$ cat src/rtl/accum_alu.sv
// accum_alu: two-operand add/subtract sequencer with accumulate chaining, Rev 1.0
// Build option ACCUM_ALU_SAT_EN: saturate the signed result on overflow instead of wrapping.
`default_nettype none

module accum_alu #(
  parameter int WIDTH = 8
) (
  input  logic             clk,
  input  logic             rst_n,
  input  logic [WIDTH-1:0] din,
  input  logic             load,
  input  logic             sub,
  input  logic             acc,
  input  logic             clear,
  output logic [WIDTH-1:0] a_q,
  output logic [WIDTH-1:0] b_q,
  output logic [WIDTH-1:0] sum,
  output logic             cout,
  output logic             ovf,
  output logic             valid,
  output logic [1:0]       state
);

  typedef enum logic [1:0] {
    IDLE   = 2'b00,
    HAVE_A = 2'b01,
    CALC   = 2'b10,
    DONE   = 2'b11
  } state_t;

  state_t           state_q, state_d;
  logic             sub_q, sub_d;
  logic [WIDTH-1:0] a_d, b_d, sum_d;
  logic             cout_d, ovf_d, valid_d;

  logic [WIDTH-1:0] b_eff;
  logic [WIDTH:0]   add_full;
  logic [WIDTH-1:0] sum_raw;
  logic [WIDTH-1:0] sum_res;
  logic             ovf_raw;

  // Subtract is a + ~b + 1, so the carry-in is simply the latched op bit.
  assign b_eff    = sub_q ? ~b_q : b_q;
  assign add_full = {1'b0, a_q} + {1'b0, b_eff} + {{WIDTH{1'b0}}, sub_q};
  assign sum_raw  = add_full[WIDTH-1:0];
  assign ovf_raw  = (a_q[WIDTH-1] == b_eff[WIDTH-1]) && (sum_raw[WIDTH-1] != a_q[WIDTH-1]);

`ifdef ACCUM_ALU_SAT_EN
  localparam logic [WIDTH-1:0] SAT_MAX = {1'b0, {(WIDTH-1){1'b1}}};
  localparam logic [WIDTH-1:0] SAT_MIN = {1'b1, {(WIDTH-1){1'b0}}};

  // A wrapped negative-looking result means the true value overflowed positive.
  assign sum_res = ovf_raw ? (sum_raw[WIDTH-1] ? SAT_MAX : SAT_MIN) : sum_raw;
`else
  assign sum_res = sum_raw;
`endif

  assign state = state_q;

  always_ff @(posedge clk or negedge rst_n) begin
    if (!rst_n) begin
      state_q <= IDLE;
      a_q     <= '0;
      b_q     <= '0;
      sub_q   <= 1'b0;
      sum     <= '0;
      cout    <= 1'b0;
      ovf     <= 1'b0;
      valid   <= 1'b0;
    end else begin
      state_q <= state_d;
      a_q     <= a_d;
      b_q     <= b_d;
      sub_q   <= sub_d;
      sum     <= sum_d;
      cout    <= cout_d;
      ovf     <= ovf_d;
      valid   <= valid_d;
    end
  end

  always_comb begin
    state_d = state_q;
    a_d     = a_q;
    b_d     = b_q;
    sub_d   = sub_q;
    sum_d   = sum;
    cout_d  = cout;
    ovf_d   = ovf;
    valid_d = valid;

    if (clear) begin
      state_d = IDLE;
      a_d     = '0;
      b_d     = '0;
      sub_d   = 1'b0;
      sum_d   = '0;
      cout_d  = 1'b0;
      ovf_d   = 1'b0;
      valid_d = 1'b0;
    end else begin
      case (state_q)
        IDLE: begin
          if (load) begin
            a_d     = din;
            state_d = HAVE_A;
          end
        end
        HAVE_A: begin
          if (load) begin
            b_d     = din;
            sub_d   = sub;
            state_d = CALC;
          end
        end
        CALC: begin
          sum_d   = sum_res;
          cout_d  = add_full[WIDTH];
          ovf_d   = ovf_raw;
          valid_d = 1'b1;
          state_d = DONE;
        end
        DONE: begin
          if (load) begin
            if (acc) begin
              // Chain: previous result becomes A; old result stays valid until replaced.
              a_d     = sum;
              b_d     = din;
              sub_d   = sub;
              state_d = CALC;
            end else begin
              a_d     = din;
              valid_d = 1'b0;
              state_d = HAVE_A;
            end
          end
        end
        default: state_d = IDLE;
      endcase
    end
  end

endmodule

`default_nettype wire

$ cat config.mk
export PLATFORM = sky130hd
export DESIGN_NAME = accum_alu
export DESIGN_NICKNAME = d
export VERILOG_FILES = /design/src/rtl/accum_alu.sv
export SDC_FILE = /design/constraint.sdc
export NUM_CORES = 1
export LEC_CHECK = 0
export ABC_AREA = 0
export BUFFER_PORTS_ARGS = -buffer_cell sky130_fd_sc_hd__buf_2
export CAP_MARGIN = 20
export CORE_MARGIN = 5
export CORE_UTILIZATION = 50
export CTS_BUF_LIST = sky130_fd_sc_hd__clkbuf_2
export DETAILED_ROUTE_END_ITERATION = 6
export PLACE_DENSITY = 0.8
export SLEW_MARGIN = 20
export SYNTH_ARGS = -nofsm -noshare
export SYNTH_HDL_FRONTEND = slang
export SYNTH_SLANG_ARGS = --single-unit
$ cat constraint.sdc
create_clock -name clk -period 2.6 [get_ports clk]
set_input_delay 0.52 -clock clk [delete_from_list [all_inputs] [get_ports clk]]
set_output_delay 0.52 -clock clk [all_outputs]
set_load 0.03 [all_outputs]
After elaboration in Yosys (flattened, before gate mapping):

Index checks and enable logic that the tools add are counted.

* add/subtract/negate cells: 2
* equality and inequality tests: 10
* muxes and demuxes: 31
* bitwise logic cells: 1
* reductions and logical operators: 10

Operators by type and width (number)
* $mux W8: 10
* $pmux W8 S2: 2
* $ne A3 B3 Y1 const B: 5
* $mux W1: 11
* $mux W2: 5
* $add A8 B8 Y9: 1
* $add A9 B1 Y9: 1
* $reduce_and A3 Y1: 3
* $reduce_bool A3 Y1: 3
* $not A8 Y8: 1
* $pmux W2 S4: 1
* $eq A2 B2 Y1 const B: 2
* $pmux W1 S2: 2
* $reduce_and A4 Y1: 1
* $eq A2 B1 Y1 const B: 1
* $logic_not A2 Y1: 1
* $reduce_bool A2 Y1: 1
* $eq A1 B1 Y1: 1
* $logic_and A1 B1 Y1: 1
* $ne A1 B1 Y1: 1

* register bits after elaboration: 30
* input port bits: 14

Logic depth before layout (Yosys ltp):

* word-level depth: 8
* depth in mapped cells: 8
* depth with buffers taken out: 7

Worst setup path after synthesis:

Ideal clock, no wire load.

* kind: register to register
* start point: register b_q[0]
* end point: register cout
* setup time: 130 ps
* arrival time: 1959 ps
* slack: 512 ps
* stages on the path, launching flop included: 8
* buffers on the path: 0
* period minus slack after synthesis: 2088 ps
* cell sequence: dfrtp_1 mux2i_1 inv_1 fa_1 a21oi_1 o21ai_0 o31ai_1 a21oi_1

* word-level cells in the longest chain between the ends: 6

RTL lines
* from (decl): line 16 `output logic [WIDTH-1:0] b_q,`
* from (signal assigned): line 64 `b_q <= '0;`
* from (signal assigned): line 73 `b_q <= b_d;`
* $not A8 Y8: line 43 `assign b_eff = sub_q ? ~b_q : b_q;`
* $mux W8 *: line 43
* $add A8 B8 Y9 *: line 44 `assign add_full = {1'b0, a_q} + {1'b0, b_eff} + {{WIDTH{1'b0}}, sub_q};`
* $add A9 B1 Y9 *: line 44
* $mux W1 *: line 102 `case (state_q)`
* $mux W1 *: line 92 `if (clear) begin`
* to (signal assigned): line 76 `cout <= cout_d;`
* to (decl): line 18 `output logic cout,`

Mark *: on every way between the ends. The rest lies on a longest branch, timed or not. The select of a mux whose other input is x is not followed.
A chain may end at the register's enable or synchronous reset.

Worst setup path in the final report:

* start point: register sub_q
* end point: register cout

* word-level cells in the longest chain between the ends: 5

RTL lines
* from (decl): line 32 `logic sub_q, sub_d;`
* from (signal assigned): line 74 `sub_q <= sub_d;`
* $mux W8: line 43
* $add A8 B8 Y9: line 44
* $add A9 B1 Y9 *: line 44
* $mux W1 *: line 102
* $mux W1 *: line 92

Marked as above.

==> qor.log <==
qor: status.outcome completed
qor: clock_network.clock_path_buffers 2
qor: clock_network.cts_resized 0
qor: clock_network.clock_tree.root_cell sky130_fd_sc_hd__clkbuf_2
qor: routing.antenna_nets_post_route 0
qor: worst_setup_path.setup.worst_path.end_class register
qor: synth.synthesis.area_per_instance 9.64 sq um
qor: synth.number_of_synthesized_register_bits 30
qor: floorplan.coreArea 3420 sq um
qor: power_and_ir_drop.power.density_cell_area 580 nW/um^2
qor: floorplan.rows 21
qor: global_routing.grt_usage 0.180
qor: clock_network.worst_skew_pair.late_latency 0.36 ns
qor: routing.drc 0
qor: place.pre_cts_slack 0.365 ns
qor: synth.top_cell_type_by_total_area_after_synthesis sky130_fd_sc_hd__dfrtp_1
qor: synth.synth_warnings 0
qor: sta.finalClockSkew 0.0115 ns
qor: synth.synth_flop_cell sky130_fd_sc_hd__dfrtp_1
qor: synth.post_synth_instance_area 1810 sq um
qor: min_path.worstHoldPathType in2async
qor: clock_network.cts_setup_buffers 0
qor: sta.achievable-frequency 445 MHz
qor: power_and_ir_drop.cellLeakagePower 0.00107 uW
qor: place.portBuffers 42
qor: routing.pre_repair_dr_iteration_count 4
qor: synth.syn_inst 188
qor: power_and_ir_drop.vdd.ir_drop.worst 0.000217 V
qor: sta.post-route-min-period 2.25 ns
qor: place.half_perimeter_wire_length_after_placement 3.11 mm
qor: worst_setup_path.timing.setup.critical_path_class reg2reg
qor: clock_network.cts.sinks 30
qor: sta.slew_headroom 0.461
qor: routing.drt-total-wl 4.29 mm
qor: clock_network.clkSlewWorstSetupHoldPaths 0.16 ns
qor: sta.final_min_period_over_clock_period 0.864
qor: worst_setup_path.worst-endpoint-arrival 2.51 ns
qor: cells_and_area.num-nets-final 251
qor: global_routing.grt_start_max_net_pins 31
qor: sta.setup-violations-final 0
qor: sta.setup_ws 0.353 ns
qor: synth.synth_area_leaders sky130_fd_sc_hd__dfrtp_1 41%, sky130_fd_sc_hd__nand2_1 5.6%, sky130_fd_sc_hd__mux2i_1 5.5%, sky130_fd_sc_hd__ha_1 4.8%, sky130_fd_sc_hd__o31ai_1 4.6%
qor: synth.ys_seq_area_frac 0.414
qor: worst_setup_path.timing.critical_path.fanout_max 9
qor: floorplan.design.portCount 43
qor: synth.synth_enable_flop_cells 0
qor: global_routing.grt_first_pass_wirelength 7.08 mm
qor: cells_and_area.antenna_cells 0
qor: synth.synth-async-reset-ratio 1.00
qor: global_routing.grt_remaining_overflow 0
qor: sta.slew_violations 0
qor: floorplan.die-height 70.2 um
qor: sta.unrepaired_setup_endpoints_after_global_routing no
qor: sta.tightest_slew 0.808 ns
qor: clock_network.cts-buffers-inserted 5
qor: clock_network.tritoncts built
qor: synth.synth_largest_type_area_fraction 0.414
qor: routing.routedWlPerCell 15.6 um
qor: cells_and_area.fraction_of_layout_cells_with_a_size_suffix_above_1 0.248
qor: worst_setup_path.critPathLaunchType register
qor: floorplan.width_of_the_chip 70.2 um
qor: worst_setup_path.cp_data_required_time 2.86 ns
qor: global_routing.initial_antenna_violation_count 0
qor: routing.dr_total_vias 1,547
qor: flow_run.maxCapViolCount 0
qor: clock_network.cts_hold_buffers 0
qor: sta.setup_tns 0 ns
qor: synth.synth.net_count 210
qor: floorplan.floorplan.die_area 4930 sq um
qor: cells_and_area.final_core_utilization 0.604
qor: routing.drt_iter0_drc 49
qor: place.place_congestion 0.880
qor: sta.report.final.hold_viol_count 0
qor: cells_and_area.area_growth 13.9%
qor: routing.detail_route.vias_per_cell 5.61
qor: synth.post_synth_num_cell_types 39
qor: clock_network.h-tree-depth 2
qor: global_routing.grt_pass1_vias 1,507
qor: floorplan.initial_core_utilization 0.531
cells in the mapped netlist, types with 2 or more instances:
| cell | n |
|---|---|
| sky130_fd_sc_hd__dfrtp_1 | 30 |
| sky130_fd_sc_hd__nand2_1 | 27 |
| sky130_fd_sc_hd__o21ai_0 | 16 |
| sky130_fd_sc_hd__nand2b_1 | 12 |
| sky130_fd_sc_hd__o31ai_1 | 11 |
| sky130_fd_sc_hd__mux2i_1 | 10 |
| sky130_fd_sc_hd__nor2_1 | 9 |
| sky130_fd_sc_hd__a21oi_1 | 7 |
| sky130_fd_sc_hd__ha_1 | 7 |
| sky130_fd_sc_hd__xor2_1 | 7 |
| sky130_fd_sc_hd__nand3_1 | 5 |
| sky130_fd_sc_hd__buf_4 | 4 |
| sky130_fd_sc_hd__nor2b_1 | 4 |
| sky130_fd_sc_hd__xnor2_1 | 4 |
| sky130_fd_sc_hd__nor3_1 | 3 |
| sky130_fd_sc_hd__a211oi_1 | 2 |
| sky130_fd_sc_hd__a21o_1 | 2 |
| sky130_fd_sc_hd__a221oi_1 | 2 |
| sky130_fd_sc_hd__and3_1 | 2 |
| sky130_fd_sc_hd__and4_1 | 2 |
| sky130_fd_sc_hd__buf_2 | 2 |
| sky130_fd_sc_hd__buf_6 | 2 |
| sky130_fd_sc_hd__clkbuf_1 | 2 |
critical path, stage by stage, from the launching register on:
cell and delay [ns]:
sky130_fd_sc_hd__dfrtp_1 0.57, sky130_fd_sc_hd__mux2i_1 0.30, sky130_fd_sc_hd__inv_1 0.10, sky130_fd_sc_hd__fa_1 0.41
sky130_fd_sc_hd__a21oi_1 0.21, sky130_fd_sc_hd__o21ai_0 0.21, sky130_fd_sc_hd__o31ai_1 0.25, sky130_fd_sc_hd__a21oi_1 0.11
per-layer routing:
metal,GRT usage,vias to the layer above,routed length [um]
li1,-,759,-
met1,0.230,732,1890
met2,0.293,49,2050
met3,0.0445,7,303
met4,0.0681,0,48
met5,0,-,0
power by group:
part           switching (uW)  internal, uW
Sequential               48.4           504
Combinational             266           146
Clock                     167          66.1
Total                     482           717
registers in the layout, indices dropped and copies added (netlist names):
name,count
b_q,8
sum,8
valid,1
ovf,1
sub_q,1
a_q,8
state,2
cout,1
metrics by stage:
stage	hold WS, ns	area (sq um)	cells	total power, uW
floorplan	0.224	1810	188	860
global placement	0.492	2030	268	963
global route	0.205	2060	276	1270
finish	0.166	2060	276	1200
CTS	0.173	2060	276	1200
detailed placement	0.505	2030	268	974
layout make-up:
class                           count  area (sq um)
Clock inverter                      2          8.76
Sequential cell                    30           751
Timing Repair Buffer               44           225
Fill cell                         315          1350
Clock buffer                        6          30.0
Tap cell                           46          57.6
Inverter                            1          3.75
Multi-Input combinational cell    147           988
cells in the final DEF, fill, tap and decap left out, drive strengths merged, types with 2 or more instances in the layout:
cell type  netlist  routed
clkbuf           2       6
mux2i           10      10
nor3             4       4
a21o             2       2
ha               7       7
and4             2       2
nor2b            4       4
dfrtp           30      30
and3             2       2
xnor2            4       4
nand3            6       6
buf              8      44
nand2b          12      12
o31ai           11      11
a21oi            8       8
nand2           27      27
nor2             9       9
o21ai           16      16
a211oi           2       2
clkinv           0       2
a221oi           2       2
xor2             7       7
worst paths after layout:
| kind | start | end | slack (ns) | cells after the start |
|---|---|---|---|---|
| min in group clk | din[1] | b_q[1] | 0.39 | 3 |
| setup reg to reg | sub_q | cout | 0.35 | 7 |
| max in group asynchronous | rst_n | b_q[5] | 1.99 | 1 |
| hold / removal | rst_n | sum[2] | 0.17 | 1 |
| setup / recovery | sub_q | cout | 0.35 | 7 |
| hold reg to reg | sum[2] | sum[2] | 0.54 | 2 |
logic make-up (layout without fill, tap and decap cells):
logic type / after synthesis / in the layout / synth area share
xor gates and xnor gates: 11 / 11 / 0.0531
buffers and inverters: 11 / 53 / 0.0407
and+or+nand+nor: 70 / 70 / 0.200
muxes: 10 / 10 / 0.0552
AOI/OAI and AO/OA: 48 / 48 / 0.177
DFF: 30 / 30 / 0.414
adders and majority gates: 8 / 8 / 0.0593
Note: power is estimated with default switching activity, not from simulation.
